`config.mk`:
```
export PLATFORM = sky130hd
export DESIGN_NAME = microcode_sequencer_flat
export DESIGN_NICKNAME = d
export VERILOG_FILES = /design/src/rtl/microcode_sequencer_if.sv /design/src/rtl/microcode_sequencer.sv /design/src/flat_wrapper.sv
export SDC_FILE = /design/constraint.sdc
export NUM_CORES = 1
export LEC_CHECK = 0
export BUFFER_PORTS_ARGS = -buffer_cell sky130_fd_sc_hd__buf_2
export CELL_PAD_IN_SITES_DETAIL_PLACEMENT = 0
export CELL_PAD_IN_SITES_GLOBAL_PLACEMENT = 1
export CORE_ASPECT_RATIO = 0.6
export CORE_MARGIN = 2
export CORE_UTILIZATION = 25
export DETAILED_ROUTE_END_ITERATION = 12
export HOLD_SLACK_MARGIN = 0.08
export PLACE_DENSITY = 0.52
export SLEW_MARGIN = 20
export SYNTH_ARGS = -nofsm -noshare
export SYNTH_HDL_FRONTEND = slang
export SYNTH_SLANG_ARGS = --single-unit
```
`constraint.sdc`:
```
create_clock -name clk -period 4.8 [get_ports clk]
set_clock_uncertainty 0.15 [all_clocks]
set_input_delay 0.48 -clock clk [delete_from_list [all_inputs] [get_ports clk]]
set_output_delay 0.48 -clock clk [all_outputs]
set_load 0.005 [all_outputs]
```
`src/rtl/microcode_sequencer_if.sv`:
```
// Control-store handshake between the microcode sequencer and the datapath/ROM side.
interface microcode_sequencer_if #(parameter int CNT_W = 32);
  logic [1:0]       addrctl;
  logic [5:0]       opcode;
  logic             stall;
  logic [3:0]       state;
  logic             illegal_op;
  logic             fault;
  logic [5:0]       bad_opcode;
  logic [CNT_W-1:0] instr_count;
  logic [CNT_W-1:0] cycle_count;

  modport master (
    output addrctl, opcode, stall,
    input  state, illegal_op, fault, bad_opcode, instr_count, cycle_count
  );

  modport slave (
    input  addrctl, opcode, stall,
    output state, illegal_op, fault, bad_opcode, instr_count, cycle_count
  );
endinterface

```
`src/rtl/microcode_sequencer.sv`:
```
// Next-microaddress sequencer: fetch/dispatch/increment selection, stall hold,
// illegal-opcode trapping and retired-instruction/cycle counters.
module microcode_sequencer #(
  parameter int         CNT_W    = 32,
  parameter logic [5:0] OP_RTYPE = 6'h00,
  parameter logic [5:0] OP_LW    = 6'h23,
  parameter logic [5:0] OP_SW    = 6'h2B,
  parameter logic [5:0] OP_BEQ   = 6'h04,
  parameter logic [5:0] OP_J     = 6'h02
) (
  input logic                  clk,
  input logic                  reset,
  microcode_sequencer_if.slave bus
);

  typedef enum logic [3:0] {
    FETCH   = 4'd0,
    DECODE  = 4'd1,
    MEMADR  = 4'd2,
    MEMRD   = 4'd3,
    MEMWB   = 4'd4,
    MEMWR   = 4'd5,
    RTYPEEX = 4'd6,
    RTYPEWB = 4'd7,
    BEQEX   = 4'd8,
    JEX     = 4'd9
  } ustate_e;

  localparam logic [CNT_W-1:0] ONE = CNT_W'(1);

  ustate_e          state_q, state_d;
  logic             illegal_q, illegal_d;
  logic             fault_q, fault_d;
  logic [5:0]       bad_q, bad_d;
  logic [CNT_W-1:0] icnt_q, icnt_d;
  logic [CNT_W-1:0] ccnt_q, ccnt_d;
  logic             miss;

  always_comb begin
    state_d   = state_q;
    illegal_d = 1'b0;
    fault_d   = fault_q;
    bad_d     = bad_q;
    icnt_d    = icnt_q;
    ccnt_d    = ccnt_q + ONE;
    miss      = 1'b0;
    if (!bus.stall) begin
      // Encodings 10-15 are unreachable in normal operation; trap them outright.
      if (state_q > JEX) begin
        miss = 1'b1;
      end else begin
        case (bus.addrctl)
          2'b00: begin
            state_d = FETCH;
            if (state_q != FETCH) icnt_d = icnt_q + ONE;
          end
          2'b01: begin
            if      (bus.opcode == OP_RTYPE) state_d = RTYPEEX;
            else if (bus.opcode == OP_LW)    state_d = MEMADR;
            else if (bus.opcode == OP_SW)    state_d = MEMADR;
            else if (bus.opcode == OP_BEQ)   state_d = BEQEX;
            else if (bus.opcode == OP_J)     state_d = JEX;
            else                             miss    = 1'b1;
          end
          2'b10: begin
            if      (bus.opcode == OP_LW) state_d = MEMRD;
            else if (bus.opcode == OP_SW) state_d = MEMWR;
            else                          miss    = 1'b1;
          end
          default: begin
            if (state_q == JEX) miss = 1'b1;
            else                state_d = ustate_e'(state_q + 4'd1);
          end
        endcase
      end
      if (miss) begin
        state_d   = FETCH;
        illegal_d = 1'b1;
        fault_d   = 1'b1;
        bad_d     = bus.opcode;
        icnt_d    = icnt_q;
      end
    end
  end

  always_ff @(posedge clk) begin
    if (reset) begin
      state_q   <= FETCH;
      illegal_q <= 1'b0;
      fault_q   <= 1'b0;
      bad_q     <= 6'h00;
      icnt_q    <= '0;
      ccnt_q    <= '0;
    end else begin
      state_q   <= state_d;
      illegal_q <= illegal_d;
      fault_q   <= fault_d;
      bad_q     <= bad_d;
      icnt_q    <= icnt_d;
      ccnt_q    <= ccnt_d;
    end
  end

  assign bus.state       = state_q;
  assign bus.illegal_op  = illegal_q;
  assign bus.fault       = fault_q;
  assign bus.bad_opcode  = bad_q;
  assign bus.instr_count = icnt_q;
  assign bus.cycle_count = ccnt_q;

endmodule

```
`src/flat_wrapper.sv`:
```
// flat-port wrapper written by rule: the top's interface ports become plain ports
module microcode_sequencer_flat 
#(
  parameter int         CNT_W    = 32,
  parameter logic [5:0] OP_RTYPE = 6'h00,
  parameter logic [5:0] OP_LW    = 6'h23,
  parameter logic [5:0] OP_SW    = 6'h2B,
  parameter logic [5:0] OP_BEQ   = 6'h04,
  parameter logic [5:0] OP_J     = 6'h02
)
  (clk, reset, bus_addrctl, bus_opcode, bus_stall, bus_state, bus_illegal_op, bus_fault, bus_bad_opcode, bus_instr_count, bus_cycle_count);
  microcode_sequencer_if #(.CNT_W(CNT_W)) bus_i ();
  input logic clk;
  input logic reset;
  input wire logic [$bits(bus_i.addrctl)-1:0] bus_addrctl;
  input wire logic [$bits(bus_i.opcode)-1:0] bus_opcode;
  input wire logic [$bits(bus_i.stall)-1:0] bus_stall;
  output wire logic [$bits(bus_i.state)-1:0] bus_state;
  output wire logic [$bits(bus_i.illegal_op)-1:0] bus_illegal_op;
  output wire logic [$bits(bus_i.fault)-1:0] bus_fault;
  output wire logic [$bits(bus_i.bad_opcode)-1:0] bus_bad_opcode;
  output wire logic [$bits(bus_i.instr_count)-1:0] bus_instr_count;
  output wire logic [$bits(bus_i.cycle_count)-1:0] bus_cycle_count;
  assign bus_i.addrctl = bus_addrctl;
  assign bus_i.opcode = bus_opcode;
  assign bus_i.stall = bus_stall;
  assign bus_state = bus_i.state;
  assign bus_illegal_op = bus_i.illegal_op;
  assign bus_fault = bus_i.fault;
  assign bus_bad_opcode = bus_i.bad_opcode;
  assign bus_instr_count = bus_i.instr_count;
  assign bus_cycle_count = bus_i.cycle_count;
  microcode_sequencer #(.CNT_W(CNT_W), .OP_RTYPE(OP_RTYPE), .OP_LW(OP_LW), .OP_SW(OP_SW), .OP_BEQ(OP_BEQ), .OP_J(OP_J)) u_core (.clk(clk), .reset(reset), .bus(bus_i));
endmodule
```
Word-level counts from Yosys, hierarchy flattened. Index checks and enable logic that the tools add are counted.

Register bits after elaboration: 76. Latch bits: 0. Memory bits (writable): 0. Memory bits (read-only): 0. Bits of input ports: 11. Output and inout bits: 76. Word-level logic and storage cells: 54. Memories: 0.

$add $sub $neg: 3. Multipliers: 0. Divide/modulo/power cells: 0. Magnitude comparators: 1. Equality and inequality tests: 11. Shift operators: 0. Muxes and demuxes: 23. Bitwise gates (word level): 3. Reductions and logical operators: 7.

Operators with widths (number): adder 32 x 1 -> 32 bit (second input constant) (2); 2-to-1 mux 4 bit (10); == test 6 bit (second input constant) (2); one-hot mux 4 bit (3 select lines) (1); 2-to-1 mux 1 bit (11); AND reduction 5 bit (2); != test 7 x 1 -> 1 bit (second input constant) (1); == test 6 x 2 -> 1 bit (second input constant) (1); == test 6 x 3 -> 1 bit (second input constant) (1); logical NOT 6 bit (1); != test 5 bit (second input constant) (1); adder 4 x 1 -> 4 bit (second input constant) (1); == test 4 bit (second input constant) (1); > comparator 4 bit (second input constant) (1); != test 4 x 1 -> 1 bit (second input constant) (1); nonzero test 4 bit (1); inverter 1 bit (3); one-hot mux 1 bit (3 select lines) (1); == test 2 x 1 -> 1 bit (second input constant) (1); == test 2 bit (second input constant) (1); logical NOT 2 bit (1); != test 2 bit (second input constant) (1); AND reduction 2 bit (1); OR reduction 2 bit (1).

Logic depth before layout (Yosys ltp).
Depth in word-level cells: 11. Gate-level depth with buffers: 9. Mapped depth without buffers: 7.

Worst setup path after synthesis. Ideal clock, no wire load.

Kind: input -> register. Start: in bus_opcode[0]. End: reg u_core.icnt_q[0] (netlist: u_core.bus.instr_count[0]). Library setup time: 0.121 ns. Arrival time: 2.086 ns. Data required time: 4.529 ns. Setup slack: 2.444 ns. Stages on the path: 6. Path buffers: 1. Cell sequence: or4_1 o21ai_0 o211ai_1 buf_2 nor3_1 mux2_2.

Longest elaborated chain between the ends: 11. Elaborated cells on any way between the ends: 17. Classes of those cells: eq/ne: 4; mux: 10; bitwise: 1; reduce/logical: 2.

RTL lines: start, declared (RTL line flat_wrapper.sv:16) `input wire logic [$bits(bus_i.opcode)-1:0] bus_opcode;`; == test 6 x 2 -> 1 bit (RTL line microcode_sequencer.sv:62) `else if (bus.opcode == OP_J) state_d = JEX;`; 2-to-1 mux 1 bit (RTL line microcode_sequencer.sv:62); 2-to-1 mux 1 bit (RTL line microcode_sequencer.sv:61) `else if (bus.opcode == OP_BEQ) state_d = BEQEX;`; 2-to-1 mux 1 bit (RTL line microcode_sequencer.sv:60) `else if (bus.opcode == OP_SW) state_d = MEMADR;`; 2-to-1 mux 1 bit (RTL line microcode_sequencer.sv:59) `else if (bus.opcode == OP_LW) state_d = MEMADR;`; 2-to-1 mux 1 bit (RTL line microcode_sequencer.sv:58) `if (bus.opcode == OP_RTYPE) state_d = RTYPEEX;`; one-hot mux 1 bit (3 select lines) * (RTL line microcode_sequencer.sv:52) `case (bus.addrctl)`; 2-to-1 mux 1 bit * (RTL line microcode_sequencer.sv:49) `if (state_q > JEX) begin`; 2-to-1 mux 1 bit * (RTL line microcode_sequencer.sv:47) `if (!bus.stall) begin`; inverter 1 bit (no line) *; AND reduction 5 bit (no line) *; end signal, assigned (RTL line microcode_sequencer.sv:99) `icnt_q <= icnt_d;`; end, declared (RTL line microcode_sequencer.sv:35) `logic [CNT_W-1:0] icnt_q, icnt_d;`.

Every way passes the cells marked *; elsewhere a longest branch is shown, timed or not. The select of a mux whose other input is x is not followed. A chain may end at the register's enable or synchronous reset.

Final worst setup path.
Start: reg u_core.state_q[1] (netlist: u_core.bus.state[1]). End: reg u_core.state_q[3] (netlist: u_core.bus.state[3]).

Longest elaborated chain between the ends: 7. Elaborated cells on any way between the ends: 16. Classes of those cells: add/sub: 1; order compare: 1; eq/ne: 5; mux: 8; reduce/logical: 1.

RTL lines: start, declared (RTL line microcode_sequencer.sv:31) `ustate_e state_q, state_d;`; start signal, assigned (RTL line microcode_sequencer.sv:95) `state_q <= state_d;`; == test 4 bit (RTL line microcode_sequencer.sv:71) `if (state_q == JEX) miss = 1'b1;`; 2-to-1 mux 1 bit (RTL line microcode_sequencer.sv:71); one-hot mux 1 bit (3 select lines) (RTL line microcode_sequencer.sv:52); 2-to-1 mux 1 bit (RTL line microcode_sequencer.sv:49); 2-to-1 mux 1 bit (RTL line microcode_sequencer.sv:47); != test 7 x 1 -> 1 bit (no line) (tied with other cells); AND reduction 5 bit (no line).

Several ways; a longest one is shown, not always the timed one. The select of a mux whose other input is x is not followed.

==> flow_summary.toml <==
[status]
status = "finished clean"

[flow_run]
maxCapViolations = 0

[placed_design]
place_congestion = 0.762
hpwl_um = 6970
post-place-ws_ns = 1.94
port_buffers = 86

[logic_synthesis]
synth_cell_types = 47
synth_fp_nets = 445
synth_edf_count = 0
ys_warn_count = 0
synth_top_cell_by_area = "dfxtp_1"
async_flop_share_pct = 0
synth_area_um2 = 3660
synth_area_leaders = "dfxtp_1, xnor2_1, nor2_1, a21oi_1, or4_1"
synth_seq_cells = 76
synth_top_area_share_pct = 41.5
synthMostInstantiatedCell = "dfxtp_1"
synth_commonest_cells = "dfxtp_1, nor2_1, a21oi_1"
synth_seq_area_share_pct = 41.5
synth-main-ff-cell = "dfxtp_1"
synth_cells = 429
avgSynthCellArea_um2 = 8.54

[worst_setup_path]
crit_slowest_cell = "or4b_2"
arrival_ns = 2.94
reg2reg_slack_ns = 1.96
end_kind = "register"
cp.depth = 8
path_class = "reg2reg"
crit_start = "u_core.bus.state[1]"
crit_chain = "inv_1 > ha_1 > and3_1 > o31ai_2 > buf_4 > o211ai_1 > or4b_2 > a21oi_1"
start_kind = "register"
crit_path_max_incr_delay_ns = 0.76
reg2reg_depth = 8
cp_top_family = "simple AND/OR/NAND/NOR gates"
endpoint = "u_core.bus.state[3]"
regToRegStartpoint = "u_core.bus.state[1]"
crit_buf_inv = 2
cp_max_fo = 12
crit_required_ns = 4.90
r2r-end = "u_core.bus.state[3]"

[routing]
via_per_inst = 4.71
drc_errors = 0
ant_nets = 0
wire_per_inst_um = 14.0
vias = 3346
first_pass_iters = 4
drt_iter0_markers = 140
routed_wl_um = 9910

[sta]
setup_slack_ns = 1.96
fin_crit_sh_pct = 59.1
finalHoldViolCount = 0
slew_violations = 0
timing.fmax_ghz = 0.353
period_minus_slack_ns = 2.84
tightestPinTransition_ns = 0.960
rsz0062_at_grt = "false"
tns_ns = 0
relSlewSlack_pct = 36.0
fin_worst_hold_slack_ns = 0.295
setup_viol = 0

[pwr]
p_leak_uw = 0.00174
irDropWorstVdd_mv = 0.131
cellPowerDensity_nw_per_um2 = 305

[finish]
fin_nets = 523
antennaDiodeCount = 0
drive_gt1_share_pct = 22.5
regArea_um2 = 1520
multi_input_area_um2 = 1990
nFillCells = 1547
area_growth_pct = 24.4

[clock_network]
clk_pin_slew_ns = 0.06
cts_buffers = 9
post-cts-setup-buffers = 0
h-tree-depth = 3
cts_repair_resize_count = 0
insertion_delay_ns = 0.34
clk_path_buf_depth = 2
cts-hold-fix-buffers = 0
cts_tree = "done"
cts.sinks = 76
cts_root_buf = "clkbuf_16"

[floorplanning]
io_pins = 87
die_area_um2 = 15700
row_count = 34
die_y_um = 97.8
start_util_pct = 25.4
core_region_area_um2 = 14400
die_w_um = 160

[worst_hold_path]
hold_path_depth = 3
hold_class = "in2reg"

[global_route]
antenna_found_initial = 0
grt.overflow.total = 0
grt_use_total_pct = 13.2
grt_pass1_wl_um = 16500
grt_max_degree = 57
grt_pass1_vias = 3122
==> worst reg2reg max path: stages, from the launching register on <==
cell and delay (ns):
dfxtp_1 0.43, inv_1 0.10, ha_1 0.20, and3_1 0.16, o31ai_2 0.21, buf_4 0.24
o211ai_1 0.36, or4b_2 0.76, a21oi_1 0.15
==> cell usage in the layout (no fill, tap or decap), drive strengths merged, types with 2 or more instances in the layout <==
master,count
ha,5
nand2,23
mux2i,8
and4,6
or4,15
and2,2
nor3,14
or3,13
inv,17
nor2,46
and3,11
nand3,23
a21oi,29
o21ai,13
nand2b,15
mux2,3
clkbuf,9
nor2b,7
o32ai,2
nor4,6
dfxtp,76
clkinv,3
clkinvlp,3
xnor2,25
xor2,11
nand4,10
o31ai,15
buf,88
==> layout make-up <==
class,count,area share (%)
Inverter,17,1.40
Clock inverter,7,1.48
Clock buffer,9,4.94
Multi-Input combinational cell,315,43.6
Timing Repair Buffer,88,9.77
Tap cell,198,5.44
Sequential cell,76,33.4
==> flip-flops by register name, summed over array words and instances, names as in the netlist <==
| signal | flops |
|---|---|
| u_core.bus.cycle_count | 32 |
| u_core.bus.instr_count | 32 |
| u_core.bus.bad_opcode | 6 |
| u_core.bus.state | 4 |
| u_core.bus.fault | 1 |
| u_core.bus.illegal_op | 1 |
==> per-stage QoR <==
step | total power, µW | area (µm²) | instances | util, %
after floorplan | 698 | 3660 | 429 | -
after global placement | 724 | 4260 | 694 | 29.6
after detailed placement | 724 | 4260 | 694 | 29.6
after CTS | 1420 | 4560 | 710 | 31.6
after global routing | 1450 | 4560 | 710 | 31.6
final | 1390 | 4560 | 710 | 31.6
==> cell families after synthesis <==
| logic type | count (synthesis) | synth area share, % |
|---|---|---|
| AO/OA/AOI/OAI | 68 | 11.4 |
| adder cells (fa/ha/maj) | 5 | 1.71 |
| XOR/XNOR | 36 | 8.61 |
| flip-flops | 76 | 41.5 |
| buffers and inverters | 38 | 4.24 |
| multiplexers | 11 | 3.11 |
| AND/OR/NAND/NOR | 195 | 29.3 |
==> power breakdown <==
part	internal, µW	switching [µW]	total [µW]
combinational	24.9	39.5	64.3
sequential	638	6.59	645
clock	400	280	680
==> metal layers <==
metal  wire [µm]  GRT usage, %
met5           0             0
met4         101          3.95
met3         447          3.95
met2        3920          18.2
met1        5450          19.5
==> how the worst min path moves through the flow <==
stage | start | to
6_report | bus_opcode[4] | u_core.bus.bad_opcode[4]
5_1_grt | bus_opcode[5] | u_core.bus.bad_opcode[5]
4_1_cts | bus_opcode[4] | u_core.bus.bad_opcode[4]
3_5_place_dp | u_core.bus.fault | u_core.bus.fault
3_3_place_gp | u_core.bus.fault | u_core.bus.fault
2_1_floorplan | u_core.bus.cycle_count[0] | u_core.bus.cycle_count[0]
(Power assumes the default switching activity.)
